$ cat src/rtl/quad_encoder_rpm.sv
// ---------------------------------------------------------------------------
// quad_encoder_rpm
//
// Quadrature-encoder front end. It synchronises the A/B pins and decodes them
// at x4 resolution with direction. It keeps a signed absolute position and
// reports a signed speed once per fixed window of WINDOW_CYCLES clocks.
//
// Speed conversion: rpm = sign(n) * ((|n| * RPM_MUL) >> RPM_SHIFT), where n is
// the saturated edge count of the window. The result is saturated to RPM_W
// bits.
//
// Ports
//   clk        system clock, all logic on posedge
//   rst        synchronous, active-high reset
//   enc_a      encoder channel A (asynchronous)
//   enc_b      encoder channel B (asynchronous)
//   clear_pos  synchronous position clear; wins over a same-cycle step
//   pos        signed absolute position in x4 counts (wraps)
//   dir        direction of the last valid edge, 1 = forward
//   rpm        signed speed of the last completed window
//   rpm_valid  one-cycle pulse in the cycle rpm updates
//   err        sticky illegal-transition flag, cleared only by rst
// ---------------------------------------------------------------------------
module quad_encoder_rpm #(
    parameter int WINDOW_CYCLES = 160000,
    parameter int CNT_W         = 16,
    parameter int POS_W         = 32,
    parameter int RPM_W         = 16,
    parameter int RPM_MUL       = 60,
    parameter int RPM_SHIFT     = 8,
    parameter int SYNC_STAGES   = 2
) (
    input  logic             clk,
    input  logic             rst,
    input  logic             enc_a,
    input  logic             enc_b,
    input  logic             clear_pos,
    output logic [POS_W-1:0] pos,
    output logic             dir,
    output logic [RPM_W-1:0] rpm,
    output logic             rpm_valid,
    output logic             err
);

    localparam int WC_W = (WINDOW_CYCLES > 1) ? $clog2(WINDOW_CYCLES) : 1;
    // Wide enough for |count| (CNT_W+1 bits) times a 32-bit multiplier.
    localparam int MW   = CNT_W + 1 + 32;

    // Saturate a one-bit-wider sum back into CNT_W bits. Steps are +-1, so
    // overflow shows up as the top two bits disagreeing.
    function automatic logic signed [CNT_W-1:0] sat_cnt(input logic signed [CNT_W:0] s);
        logic signed [CNT_W-1:0] r;
        if (s[CNT_W] != s[CNT_W-1])
            r = s[CNT_W] ? {1'b1, {(CNT_W-1){1'b0}}} : {1'b0, {(CNT_W-1){1'b1}}};
        else
            r = s[CNT_W-1:0];
        return r;
    endfunction

    // Window count to rpm: scale the magnitude, reapply the sign (so the
    // rounding is toward zero), then saturate to the signed RPM_W range.
    function automatic logic signed [RPM_W-1:0] to_rpm(input logic signed [CNT_W-1:0] c);
        logic [CNT_W:0]   ax;
        logic [MW-1:0]    mag;
        logic [MW-1:0]    pmax;
        logic [MW-1:0]    nmax;
        logic [RPM_W-1:0] r;
        ax   = c[CNT_W-1] ? (~{c[CNT_W-1], c} + 1'b1) : {1'b0, c};
        mag  = (MW'(ax) * MW'(RPM_MUL)) >> RPM_SHIFT;
        pmax = MW'({(RPM_W-1){1'b1}});
        nmax = pmax + MW'(1);
        if (!c[CNT_W-1])
            r = (mag > pmax) ? pmax[RPM_W-1:0] : mag[RPM_W-1:0];
        else
            r = (mag > nmax) ? {1'b1, {(RPM_W-1){1'b0}}} : (~mag[RPM_W-1:0] + 1'b1);
        return $signed(r);
    endfunction

    logic [SYNC_STAGES-1:0] sync_a;
    logic [SYNC_STAGES-1:0] sync_b;
    logic [SYNC_STAGES-1:0] fill;
    logic [1:0]             cur_ab;
    logic [1:0]             prev_ab;
    logic                   primed;
    logic signed [1:0]      step;
    logic                   illegal;

    logic signed [POS_W-1:0] pos_q;
    logic                    dir_q;
    logic                    err_q;

    logic [WC_W-1:0]         wcnt;
    logic                    terminal;
    logic signed [CNT_W-1:0] ecnt;
    logic signed [CNT_W-1:0] win_total_p0;
    logic signed [RPM_W-1:0] rpm_p1;
    logic                    vld_p1;

    // ---- stage: pin synchronisers --------------------------------------
    // fill marks how far the first post-reset sample has travelled, so that
    // prev_ab is primed with a real pin value rather than a reset zero.
    always_ff @(posedge clk) begin
        if (rst) begin
            sync_a <= '0;
            sync_b <= '0;
            fill   <= '0;
        end else begin
            sync_a <= {sync_a[SYNC_STAGES-2:0], enc_a};
            sync_b <= {sync_b[SYNC_STAGES-2:0], enc_b};
            fill   <= {fill[SYNC_STAGES-2:0], 1'b1};
        end
    end

    assign cur_ab = {sync_a[SYNC_STAGES-1], sync_b[SYNC_STAGES-1]};

    // ---- stage: x4 decode ------------------------------------------------
    // Gray order 00 -> 01 -> 11 -> 10 -> 00 is forward.
    always_comb begin
        step    = 2'sb00;
        illegal = 1'b0;
        if (primed) begin
            case ({prev_ab, cur_ab})
                4'b0001, 4'b0111, 4'b1110, 4'b1000: step = 2'sb01;
                4'b0100, 4'b1101, 4'b1011, 4'b0010: step = 2'sb11;
                4'b0011, 4'b1100, 4'b0110, 4'b1001: illegal = 1'b1;
                default: step = 2'sb00;
            endcase
        end
    end

    always_ff @(posedge clk) begin
        if (rst) begin
            prev_ab <= 2'b00;
            primed  <= 1'b0;
            pos_q   <= '0;
            dir_q   <= 1'b0;
            err_q   <= 1'b0;
        end else begin
            if (primed || fill[SYNC_STAGES-1]) begin
                prev_ab <= cur_ab;
                primed  <= 1'b1;
            end
            if (clear_pos)
                pos_q <= '0;
            else
                pos_q <= pos_q + {{(POS_W-2){step[1]}}, step};
            if (step != 2'sb00)
                dir_q <= ~step[1];
            if (illegal)
                err_q <= 1'b1;
        end
    end

    // ---- stage: window and edge counting ---------------------------------
    assign terminal     = (wcnt == WC_W'(WINDOW_CYCLES - 1));
    // Includes this cycle's step, so a step in the terminal cycle lands in
    // the window that is closing.
    assign win_total_p0 = sat_cnt({ecnt[CNT_W-1], ecnt} + {{(CNT_W-1){step[1]}}, step});

    // ---- stage: speed conversion and output register ---------------------
    // The closing window total is converted and registered at the terminal
    // edge, so rpm and rpm_valid appear together in the following cycle.
    always_ff @(posedge clk) begin
        if (rst) begin
            wcnt   <= '0;
            ecnt   <= '0;
            rpm_p1 <= '0;
            vld_p1 <= 1'b0;
        end else begin
            vld_p1 <= terminal;
            if (terminal) begin
                wcnt   <= '0;
                ecnt   <= '0;
                rpm_p1 <= to_rpm(win_total_p0);
            end else begin
                wcnt   <= wcnt + WC_W'(1);
                ecnt   <= win_total_p0;
            end
        end
    end

    assign pos       = pos_q;
    assign dir       = dir_q;
    assign err       = err_q;
    assign rpm       = rpm_p1;
    assign rpm_valid = vld_p1;

endmodule
$ cat config.mk
export PLATFORM = sky130hd
export DESIGN_NAME = quad_encoder_rpm
export DESIGN_NICKNAME = d
export VERILOG_FILES = /design/src/rtl/quad_encoder_rpm.sv
export SDC_FILE = /design/constraint.sdc
export NUM_CORES = 1
export LEC_CHECK = 0
export ABC_AREA = 1
export CAP_MARGIN = 20
export CORE_UTILIZATION = 25
export DETAILED_ROUTE_END_ITERATION = 12
export PLACE_DENSITY = 0.45
export SETUP_SLACK_MARGIN = 0.02
export SLEW_MARGIN = 20
export SYNTH_ARGS = -nofsm -noshare
export SYNTH_HDL_FRONTEND = slang
export SYNTH_SLANG_ARGS = --single-unit
$ cat constraint.sdc
create_clock -name clk -period 8.4 [get_ports clk]
set_input_delay 0.84 -clock clk [delete_from_list [all_inputs] [get_ports clk]]
set_output_delay 0.84 -clock clk [all_outputs]
set_load 0.03 [all_outputs]
==> metrics <==
status finished clean; first-pass GRT wire length roughly 35 mm; vias per cell 4.442; clk_lat worst skew about 0.35 ns; minimum clock period approximately 7.5 ns; CTS tree done; GRT overflow 0; slew margin rel. 40.06%; Worst Skew 0.01161 ns; Final Hold Viols 0; Post-synth EDFFs 0; cell family with most CP delay simple AND/OR/NAND/NOR gates; clk slew on worst S/H paths 0.07 ns; Pins Over Slew Limit 0; fraction of layout cells with a size suffix above 1 under 10%; TritonCTS Sinks 94; hold path startpoint fill[0]$_DFF_P_; crit path DAT about 7.7 ns; M1 GR Usage 15.96%; Final TNS setup 0 ns; # diodes 0; Hold Path Sink fill[1]$_SDFF_PP0_; Slew @ Worst Pin 0.8898 ns; CTS max path bufs 2; register bit total from synthesis 94; Max-Cap Viols 0; cells after synthesis 1219; Top FF cell, synth dfxtp_1; DRC 0; cells on worst reg2reg path 45; hold depth 2; Hold-fix buffers, CTS 0; port bufs 55; row count 66; Cell Area, Synth 8312 µm²; via count 7716; RePlAce Congestion 0.8527; WS Path Type flop to flop; die extent in x 184.3 µm; Syn. warnings 0; Die ar. 33980 µm²; Setup Viol. Count Final 0; dpl cell area 9478 µm²; R2R Path Start prev_ab[0]$_SDFFE_PP0P_; core area 32620 µm²; Startpoint Class flop; fin area 9893 µm²; Die H 184.3 µm; initial antenna violation count 0; drt wl/cell roughly 12 µm; H-tree lvl count 3; # IOs 56; Area Overhead vs Synth 19.03%; M3 GR Usage 1.956%; Initial DRC Count about 310; FILL cells 3588; async set-reset flop share out of synthesis 0%; HPWL after detailed placement 16.86 mm; Min-Delay Path Class flop to flop; largest net degree at the start of global routing 32; Final Cycle Share 89.18%; Initial Util 25.48%; final WL around 20 mm; CP endpoint kind flop; Crit Path Max Fanout 11; Reg-to-Reg End rpm[10]$_SDFFE_PP0P_; Crit-path slowest cell fa_1; critical path required time just under 9 ns; mean post-synth cell area 6.818 µm²; First-pass DRT Iterations 5; cell mode on critical path nand2_1; GRT Total Usage between 10% and 20%; Inserted Clock Buffers 9; register area share after synthesis around 23%; Root Buffer clkbuf_16; Buf/Inv on CP 9; remaining antenna violation count 0; RSZ-0062 raised after global routing no; post-synthesis cell type count 56; vias in the first global route around 7.5k; met2 usage 22.22%; Max Clk Rate around 0.13 GHz; setup slack, reg-to-reg 0.91 ns; Critical Path Max Stage Delay 0.51 ns; grt peak-use layer met2; Final nets 1399
flip-flops by register name, summed over array words and instances, names as in the netlist:
| name | flops |
|---|---|
| sync_b | 2 |
| rpm | 16 |
| wcnt | 18 |
| pos | 32 |
| dir | 1 |
| ecnt | 16 |
| fill | 2 |
| prev_ab | 2 |
| rpm_valid | 1 |
| primed | 1 |
| sync_a | 2 |
| err | 1 |
worst max-delay path by stage:
stage / from / end / slack [ns] / cells past startpoint
final: prev_ab[0]$_SDFFE_PP0P_ / rpm[10]$_SDFFE_PP0P_ / 0.91 / 45
after global routing: sync_b[1]$_SDFF_PP0_ / rpm[11]$_SDFFE_PP0P_ / 0.08 / 50
after CTS: prev_ab[0]$_SDFFE_PP0P_ / rpm[14]$_SDFFE_PP0P_ / 0.45 / 48
after detailed placement: prev_ab[0]$_SDFFE_PP0P_ / rpm[14]$_SDFFE_PP0P_ / 0.48 / 48
after global placement: prev_ab[0]$_SDFFE_PP0P_ / rpm[14]$_SDFFE_PP0P_ / 0.68 / 46
after floorplan: prev_ab[0]$_SDFFE_PP0P_ / rpm[14]$_SDFFE_PP0P_ / 0.16 / 50
metrics by stage:
step / hold slack, ns / std cells / util, % / setup slack [ns]
2_1_floorplan: 0.3883 / 1222 / - / 0.1592
3_5_place_dp: 0.4052 / 1719 / 29.06 / 0.4814
6_report: 0.4098 / 1737 / 30.33 / 0.9087
5_1_grt: 0.4390 / 1737 / 30.33 / 0.07921
4_1_cts: 0.4115 / 1735 / 29.97 / 0.4454
3_3_place_gp: 0.3970 / 1718 / 28.97 / 0.6782
worst min-delay path: stages (launching register included):
cell and delay (ns):
dfxtp_1 0.30, inv_1 0.04, nor2_1 0.03
what timing repair did:
action | in CTS | in global routing
gates resized for setup | 0 | 18
endpoints found under the setup margin | 0 | 12
buffers inserted | 0 | 2
Yosys cell counts (7+ instances only):
cell        n  area (µm²)
nand2_1   276        1036
clkbuf_1    7       26.28
a21oi_1   104       520.5
nand2_2    19       118.9
fa_1       24       480.5
nor3_1     14       70.07
xnor2_1    10       87.58
o21a_1      7       52.55
nand4_1    14       87.58
ha_1       80        1001
a21o_1     10       75.07
nand3_1    70       350.3
o21ai_0    60       300.3
dfxtp_1    94        1882
xor2_1     25       219.0
inv_1     169       634.4
inv_2       8       30.03
nor2_1    122       457.9
final cells by class:
type,count,area [µm²],share of cell area [%]
Multi-Input combinational cell,934,5791,58.53
Sequential cell,94,1882,19.02
Inverter,179,671.9,6.791
Tap cell,442,553.0,5.590
Clock buffer,10,229.0,2.314
Clock inverter,6,68.82,0.6956
Timing Repair Buffer,72,698.2,7.057
metal layers:
layer | wire [µm] | vias up
met4 | 274 | 0
met2 | 9785 | 90
met3 | 515 | 20
li1 | - | 4118
met5 | 0 | -
met1 | 10030 | 3488
placed cells by master, fill, tap and decap left out, drive strengths merged, types with 2 or more instances in the layout:
cell type | Yosys | layout
a32o | 2 | 2
a221oi | 2 | 2
nand3 | 78 | 78
a21o | 10 | 10
ha | 80 | 80
conb | 2 | 5
clkbuf | 7 | 10
or2 | 9 | 9
a21oi | 108 | 108
o21bai | 3 | 3
xor2 | 29 | 29
fa | 24 | 24
o211ai | 5 | 5
nand4 | 14 | 14
nor2 | 126 | 126
a31oi | 6 | 6
a21boi | 9 | 9
nand3b | 6 | 6
xnor2 | 10 | 10
dfxtp | 94 | 94
clkdlybuf4s50 | 0 | 55
o21a | 7 | 7
nor3b | 2 | 2
o31ai | 2 | 2
inv | 177 | 179
nor3 | 16 | 16
nand2 | 301 | 301
buf | 8 | 17
clkinv | 2 | 5
nor4 | 6 | 6
o21ai | 67 | 67
o221ai | 3 | 3
logic make-up (layout without fill, tap and decap cells):
| group | after synthesis | after routing | synth area share (%) |
|---|---|---|---|
| AO/OA/AOI/OAI | 227 | 227 | 15.57 |
| XOR/XNOR | 39 | 39 | 4.606 |
| adder cells (fa/ha/maj) | 104 | 104 | 17.82 |
| buffers and inverters | 194 | 267 | 9.062 |
| flip-flops | 94 | 94 | 22.64 |
| other | 2 | 5 | 0.09035 |
| AND/OR/NAND/NOR | 559 | 559 | 30.21 |
Power is left out: the tool's default activity adds up to more than one toggle a clock period on the data nets, which glitch-free logic cannot reach.
